<file path="src/rtl/log_pixel_packer.sv">
// log_pixel_packer
//   Packs 8-bit companded pixels from the logarithmic LUT stage into
//   BYTES_PER_WORD-byte words for the memory writer. The first pixel of a
//   word lands in the least significant byte. An end-of-frame pixel closes
//   the word early, and out_keep marks which bytes hold pixels.
//
// Ports
//   sys_clk    system clock, rising edge
//   sys_rst    asynchronous active-high reset
//   in_data    8-bit pixel
//   in_valid   in_data valid
//   in_last    last pixel of frame (qualified by in_valid)
//   in_ready   packer accepts a pixel this cycle
//   out_data   packed word (8*BYTES_PER_WORD bits)
//   out_keep   byte-valid mask, bit i = byte i
//   out_last   word closes a frame
//   out_valid  out_data/out_keep/out_last valid
//   out_ready  downstream accepts the word
module log_pixel_packer #(
  parameter int BYTES_PER_WORD = 8
) (
  input  logic                        sys_clk,
  input  logic                        sys_rst,
  input  logic [7:0]                  in_data,
  input  logic                        in_valid,
  input  logic                        in_last,
  output logic                        in_ready,
  output logic [8*BYTES_PER_WORD-1:0] out_data,
  output logic [BYTES_PER_WORD-1:0]   out_keep,
  output logic                        out_last,
  output logic                        out_valid,
  input  logic                        out_ready
);

  localparam int W  = 8 * BYTES_PER_WORD;
  localparam int CW = $clog2(BYTES_PER_WORD);

  logic [W-1:0]              acc_q, acc_d;
  logic [CW-1:0]             cnt_q, cnt_d;
  logic [W-1:0]              out_data_q, out_data_d;
  logic [BYTES_PER_WORD-1:0] out_keep_q, out_keep_d;
  logic                      out_last_q, out_last_d;
  logic                      out_valid_q, out_valid_d;

  logic                      accept;
  logic                      complete;
  logic                      drain;
  logic [W-1:0]              merged;
  logic [BYTES_PER_WORD-1:0] keep_mask;

  always_comb begin
    // Ready only depends on the output register, so a stalled word can
    // never be overwritten and the source sees no combinational loop.
    in_ready = !out_valid_q || out_ready;
    accept   = in_valid && in_ready;
    complete = accept && ((cnt_q == CW'(BYTES_PER_WORD - 1)) || in_last);
    drain    = out_valid_q && out_ready;

    // Accumulator with the incoming pixel dropped into byte cnt. Bytes above
    // cnt are forced to zero so a short (flushed) word is clean.
    merged    = '0;
    keep_mask = '0;
    for (int i = 0; i < BYTES_PER_WORD; i++) begin
      if (CW'(i) == cnt_q) begin
        merged[8*i +: 8] = in_data;
      end else if (CW'(i) < cnt_q) begin
        merged[8*i +: 8] = acc_q[8*i +: 8];
      end
      keep_mask[i] = (CW'(i) <= cnt_q);
    end

    acc_d       = acc_q;
    cnt_d       = cnt_q;
    out_data_d  = out_data_q;
    out_keep_d  = out_keep_q;
    out_last_d  = out_last_q;
    out_valid_d = out_valid_q;

    if (complete) begin
      // A completing accept wins over a same-cycle drain: the new word
      // replaces the one being taken, keeping full throughput.
      out_data_d  = merged;
      out_keep_d  = keep_mask;
      out_last_d  = in_last;
      out_valid_d = 1'b1;
      acc_d       = '0;
      cnt_d       = '0;
    end else begin
      if (accept) begin
        acc_d = merged;
        cnt_d = cnt_q + CW'(1);
      end
      if (drain) begin
        out_valid_d = 1'b0;
      end
    end
  end

  always_ff @(posedge sys_clk or posedge sys_rst) begin
    if (sys_rst) begin
      acc_q       <= '0;
      cnt_q       <= '0;
      out_data_q  <= '0;
      out_keep_q  <= '0;
      out_last_q  <= 1'b0;
      out_valid_q <= 1'b0;
    end else begin
      acc_q       <= acc_d;
      cnt_q       <= cnt_d;
      out_data_q  <= out_data_d;
      out_keep_q  <= out_keep_d;
      out_last_q  <= out_last_d;
      out_valid_q <= out_valid_d;
    end
  end

  assign out_data  = out_data_q;
  assign out_keep  = out_keep_q;
  assign out_last  = out_last_q;
  assign out_valid = out_valid_q;

endmodule

</file>
<file path="config.mk">
export PLATFORM = sky130hd
export DESIGN_NAME = log_pixel_packer
export DESIGN_NICKNAME = d
export VERILOG_FILES = /design/src/rtl/log_pixel_packer.sv
export SDC_FILE = /design/constraint.sdc
export NUM_CORES = 1
export LEC_CHECK = 0
export ABC_AREA = 0
export BUFFER_PORTS_ARGS = -buffer_cell sky130_fd_sc_hd__buf_2
export CAP_MARGIN = 20
export CORE_UTILIZATION = 45
export DETAILED_ROUTE_END_ITERATION = 6
export PLACE_DENSITY = 0.65
export REMOVE_ABC_BUFFERS = 1
export SETUP_SLACK_MARGIN = 0.02
export SLEW_MARGIN = 10
export SYNTH_ARGS = -nofsm -noshare
export SYNTH_HDL_FRONTEND = slang
export SYNTH_SLANG_ARGS = --single-unit
</file>
<file path="constraint.sdc">
create_clock -name sys_clk -period 5.1 [get_ports sys_clk]
set_input_delay 1.02 -clock sys_clk [delete_from_list [all_inputs] [get_ports sys_clk]]
set_output_delay 1.02 -clock sys_clk [all_outputs]
set_load 0.02 [all_outputs]
</file>
==> reports/results.md <==
| Stage | Item | Reported |
|---|---|---|
| clock tree | Clock root buffer master | sky130_fd_sc_hd__clkbuf_16 |
| cells and area | Diode insertion count for antenna repair | 0 |
| timing | Worst max-slew margin expressed relative to the limit | 0.397 |
| routing | Total length of routed met3 wires | 832 um |
| timing | Crit path time final | 2.92 ns |
| cells and area | Post-layout net count | 616 |
| floorplanning | Placeable Area | 13300 um^2 |
| logic synthesis | Leading register cell type out of synthesis | sky130_fd_sc_hd__dfrtp_1 |
| critical path | Slowest stage cell on the critical path | sky130_fd_sc_hd__dfrtp_1 |
| cells and area | Layout cells sized above 1 | 0.258 |
| clock tree | Skew-Pair Late Insertion Delay | 0.42 ns |
| critical path | Nature of the critical path endpoint | register |
| min path | Start point of the worst min-delay path | acc_q[9] |
| placed design | Placed standard-cell area | 6610 um^2 |
| routing | Number of iterations in the first detailed-routing pass | 5 |
| timing | Max-slew violation total from the final report | 0 |
| min path | Worst hold path type | register to register |
| power and ir drop | Internal | 2.21 mW |
| timing | Unrepaired setup endpoints after global routing | no |
| logic synthesis | Share of synthesized registers carrying an async set or reset | 1.00 |
| critical path | Classification of the worst setup path | register to register |
| timing | Final count of negative-setup-slack endpoints | 0 |
| logic synthesis | Flops & latches, synth | 133 |
| global routing | Maximum number of pins on one net before global-route repair | 81 |
| logic synthesis | Number of unique standard cell types used by synthesis | 39 |
| power and ir drop | Power density normalized to cell area | 439 nW/um^2 |
| timing | Share of the cycle needed by the critical path after routing | 0.572 |
| critical path | Peak per-stage delay on the critical path | 0.69 ns |
| critical path | R2R Path Start | cnt_q[1] |
| routing | Routed wire length | 16900 um |
| power and ir drop | Portion of total power attributed to combinational logic | 0.200 |
| clock tree | Post-CTS Repair Setup Buffers | 0 |
| cells and area | Layout filler cell count | 1176 |
| cells and area | Finished layout cell area | 7250 um^2 |
| timing | Upper clock frequency limit | 343 MHz |
| clock tree | Clock sink total | 133 |
| clock tree | # H-tree levels | 4 |
| power and ir drop | Switching power summed over all nets | 0.977 mW |
| power and ir drop | Sequential group share of total power | 0.400 |
| critical path | Worst path cell trace | ha_1, ha_1, nor2_4, nor3_4, buf_4, buf_4, a2bb2oi_1 |
| global routing | Global Route Usage Sum | 0.244 |
| routing | Via total after detailed routing | 5084 |
| floorplanning | Die extent in x | 119 um |
| logic synthesis | Cells after synthesis | 556 |
| routing | WL per Instance | 21.4 um |
| critical path | Largest fanout on the critical path | 34 |
| floorplanning | Die boundary height | 119 um |
| timing | Final hold violation count | 0 |
| logic synthesis | Synthesized area per cell | 11.1 um^2 |
| routing | Number of nets with antenna violations after detailed routing | 0 |
| global routing | Initial antenna violation count | 0 |
| floorplanning | Top-level I/O count | 88 |
| timing | Fin Clk Skew | 0.00515 ns |
| clock tree | Clock transition at path regs | 0.06 ns |
| critical path | Arrival time at the worst endpoint | 3.26 ns |
| timing | TNS Setup | 0 ns |
| floorplanning | Site row count | 42 |
| floorplanning | Initial core utilization | 0.464 |
| timing | Transition time at the pin with the least slew margin | 0.900 ns |
| routing | Top routing layer used | met4 |
| global routing | Global-route congestion overflow total | 0 |
| cells and area | Area of all sequential standard cells | 3330 um^2 |
| clock tree | TritonCTS clock tree | yes |
| logic synthesis | Syn. warnings | 0 |
| clock tree | Hold bufs inserted after CTS | 0 |
| critical path | Family with the most delay on the worst path | buffers and inverters |
| cells and area | Multi-input combinational cell area | 2500 um^2 |
| power and ir drop | Maximum resistive drop on vdd | 0.262 mV |
| placed design | Instance count after placement with tap cells included | 755 |
| power and ir drop | Switch share | 0.307 |
| critical path | Critical path startpoint category | register |
| placed design | Placed wire-length estimate after detailed placement | 9630 um |
| clock tree | Cts bufs inserted | 17 |
| power and ir drop | Total power consumption of the routed design | 3.18 mW |
| routing | Vias per std cell | 6.45 |
| power and ir drop | Clock share of power | 0.400 |
| logic synthesis | Cell area after synthesis | 6200 um^2 |
| logic synthesis | Count of flip-flops with a built-in enable after synthesis | 0 |
| power and ir drop | Static Leak | 3.36 nW |
| clock tree | Quantity of gates resized following cts | 0 |
| floorplanning | DIE AREA | 14200 um^2 |
| run status | Status | complete, no violations |
| routing | Detail Route met2 WL | 8070 um |
| critical path | CP Data Required Time | 5.44 ns |
| logic synthesis | Register area share after synthesis | 0.537 |
| timing | Hold slack final | 0.490 ns |
| global routing | Wire length of the first global-routing pass | 26700 um |
| critical path | Critical path startpoint | cnt_q[1] |
| cells and area | Layout Area Growth over Synthesis | 17.0% |
| flow run | Count of maximum capacitance violations | 0 |
| placed design | Global placement routability congestion | 0.775 |
| routing | DR iter-0 viols | 512 |
| global routing | Via count of the first global-routing pass | 4861 |
| clock tree | Deepest clock path buffer count | 2 |
| routing | DRC violations left | 0 |
| critical path | Number of buffers and inverters on the critical path | 2 |
| routing | Met1 Routed Length | 7560 um |
| placed design | Buffers added on ports | 87 |
| cells and area | Post-route non-filler standard cell count | 788 |
synthesized netlist by cell type, types with 2 or more instances:
cell type,n,area [um^2]
sky130_fd_sc_hd__a211o_1,2,17.5
sky130_fd_sc_hd__a21oi_1,29,145
sky130_fd_sc_hd__a22o_1,56,490
sky130_fd_sc_hd__a22oi_1,16,120
sky130_fd_sc_hd__a2bb2oi_1,15,131
sky130_fd_sc_hd__a31oi_1,33,206
sky130_fd_sc_hd__a32o_1,8,80.1
sky130_fd_sc_hd__a32oi_1,8,70.1
sky130_fd_sc_hd__and2_1,3,18.8
sky130_fd_sc_hd__and3b_1,18,158
sky130_fd_sc_hd__and4_1,4,35.0
sky130_fd_sc_hd__buf_1,3,11.3
sky130_fd_sc_hd__buf_2,29,145
sky130_fd_sc_hd__buf_4,4,30.0
sky130_fd_sc_hd__buf_6,2,22.5
sky130_fd_sc_hd__clkbuf_1,36,135
sky130_fd_sc_hd__dfrtp_1,133,3330
sky130_fd_sc_hd__ha_1,4,50.1
sky130_fd_sc_hd__inv_1,8,30.0
sky130_fd_sc_hd__mux2_2,18,203
sky130_fd_sc_hd__nand3_1,19,95.1
sky130_fd_sc_hd__nand4_1,17,106
sky130_fd_sc_hd__nor2_1,5,18.8
sky130_fd_sc_hd__nor3_1,2,10.0
sky130_fd_sc_hd__nor4_1,15,93.8
sky130_fd_sc_hd__o211ai_1,18,135
sky130_fd_sc_hd__o21ai_0,38,190
sky130_fd_sc_hd__or2_2,2,12.5
worst reg2reg max path, stage by stage (launching register included):
cell                        delay (ns)
sky130_fd_sc_hd__dfrtp_1          0.69
sky130_fd_sc_hd__ha_1             0.26
sky130_fd_sc_hd__ha_1             0.24
sky130_fd_sc_hd__nor2_4           0.08
sky130_fd_sc_hd__nor3_4           0.58
sky130_fd_sc_hd__buf_4            0.52
sky130_fd_sc_hd__buf_4            0.29
sky130_fd_sc_hd__a2bb2oi_1        0.19
power groups by stage:
| stage | registers, mW | logic [mW] | clock network, mW |
|---|---|---|---|
| after global placement | 1.28 | 0.616 | 0 |
| after CTS | 1.27 | 0.632 | 1.29 |
| final | 1.27 | 0.635 | 1.27 |
| after global routing | 1.29 | 0.685 | 1.32 |
| after floorplan | 1.39 | 0.282 | 0 |
| after detailed placement | 1.29 | 0.628 | 0 |
stage by stage:
stage / util / setup slack [ns]
2_1_floorplan: - / 0.526
5_1_grt: 0.543 / 2.02
4_1_cts: 0.541 / 2.21
3_5_place_dp: 0.495 / 1.81
6_report: 0.543 / 2.18
3_3_place_gp: 0.495 / 1.87
flip-flops by register name, summed over array words and instances (netlist names):
| signal | cells |
|---|---|
| out_valid | 1 |
| out_last | 1 |
| acc_q | 56 |
| out_keep | 8 |
| cnt_q | 3 |
| out_data | 64 |
layout make-up:
class	instances	area share
flip-flops and latches	133	0.459
repair buffers	98	0.0760
inverters	8	0.00449
clock buffers	17	0.0587
clock inverters	15	0.0259
well taps	176	0.0304
multi-input cells	341	0.345
layout by cell type (no fill, tap or decap), types with 2 or more instances in the layout:
master / netlist / final
sky130_fd_sc_hd__dfrtp_1: 133 / 132
sky130_fd_sc_hd__buf_2: 29 / 87
sky130_fd_sc_hd__a22o_1: 56 / 56
sky130_fd_sc_hd__o21ai_0: 38 / 38
sky130_fd_sc_hd__a31oi_1: 33 / 33
sky130_fd_sc_hd__a21oi_1: 29 / 29
sky130_fd_sc_hd__nand3_1: 19 / 19
sky130_fd_sc_hd__and3b_1: 18 / 18
sky130_fd_sc_hd__o211ai_1: 18 / 18
sky130_fd_sc_hd__mux2_2: 18 / 18
sky130_fd_sc_hd__nand4_1: 17 / 17
sky130_fd_sc_hd__clkbuf_16: 0 / 17
sky130_fd_sc_hd__a22oi_1: 16 / 16
sky130_fd_sc_hd__nor4_1: 15 / 15
sky130_fd_sc_hd__a2bb2oi_1: 15 / 15
sky130_fd_sc_hd__buf_4: 4 / 9
sky130_fd_sc_hd__a32o_1: 8 / 8
sky130_fd_sc_hd__a32oi_1: 8 / 8
sky130_fd_sc_hd__inv_1: 8 / 6
sky130_fd_sc_hd__clkinv_2: 0 / 6
sky130_fd_sc_hd__clkinvlp_4: 0 / 5
sky130_fd_sc_hd__nor2_1: 5 / 4
sky130_fd_sc_hd__and4_1: 4 / 4
sky130_fd_sc_hd__ha_1: 4 / 4
sky130_fd_sc_hd__bufinv_16: 0 / 4
sky130_fd_sc_hd__and2_1: 3 / 3
sky130_fd_sc_hd__or2_2: 2 / 2
sky130_fd_sc_hd__a211o_1: 2 / 2
sky130_fd_sc_hd__nor3_1: 2 / 2
layer usage:
metal	track usage	vias up
li1	-	2257
met1	0.336	2603
met2	0.379	186
met3	0.0484	38
met4	0.100	0
met5	0	-
kinds of logic (layout without fill, tap and decap cells):
family / Yosys count / count (layout) / share of synthesized area
AO/OA/AOI/OAI: 227 / 227 / 0.263
adder cells (fa/ha/maj): 4 / 4 / 0.00808
buffers and inverters: 82 / 138 / 0.0604
flip-flops: 133 / 133 / 0.537
multiplexers: 18 / 18 / 0.0327
AND/OR/NAND/NOR: 92 / 92 / 0.0992
path summary, 6_finish.rpt:
path,slack [ns],end,depth (start not counted)
setup / recovery,2.18,out_data[21],7
hold reg to reg,0.49,acc_q[9],1
max in group asynchronous,3.95,acc_q[47],3
setup reg to reg,2.18,out_data[21],7
min in group asynchronous,0.54,out_data[35],2
hold / removal,0.49,acc_q[9],1
(Power assumes the default switching activity.)
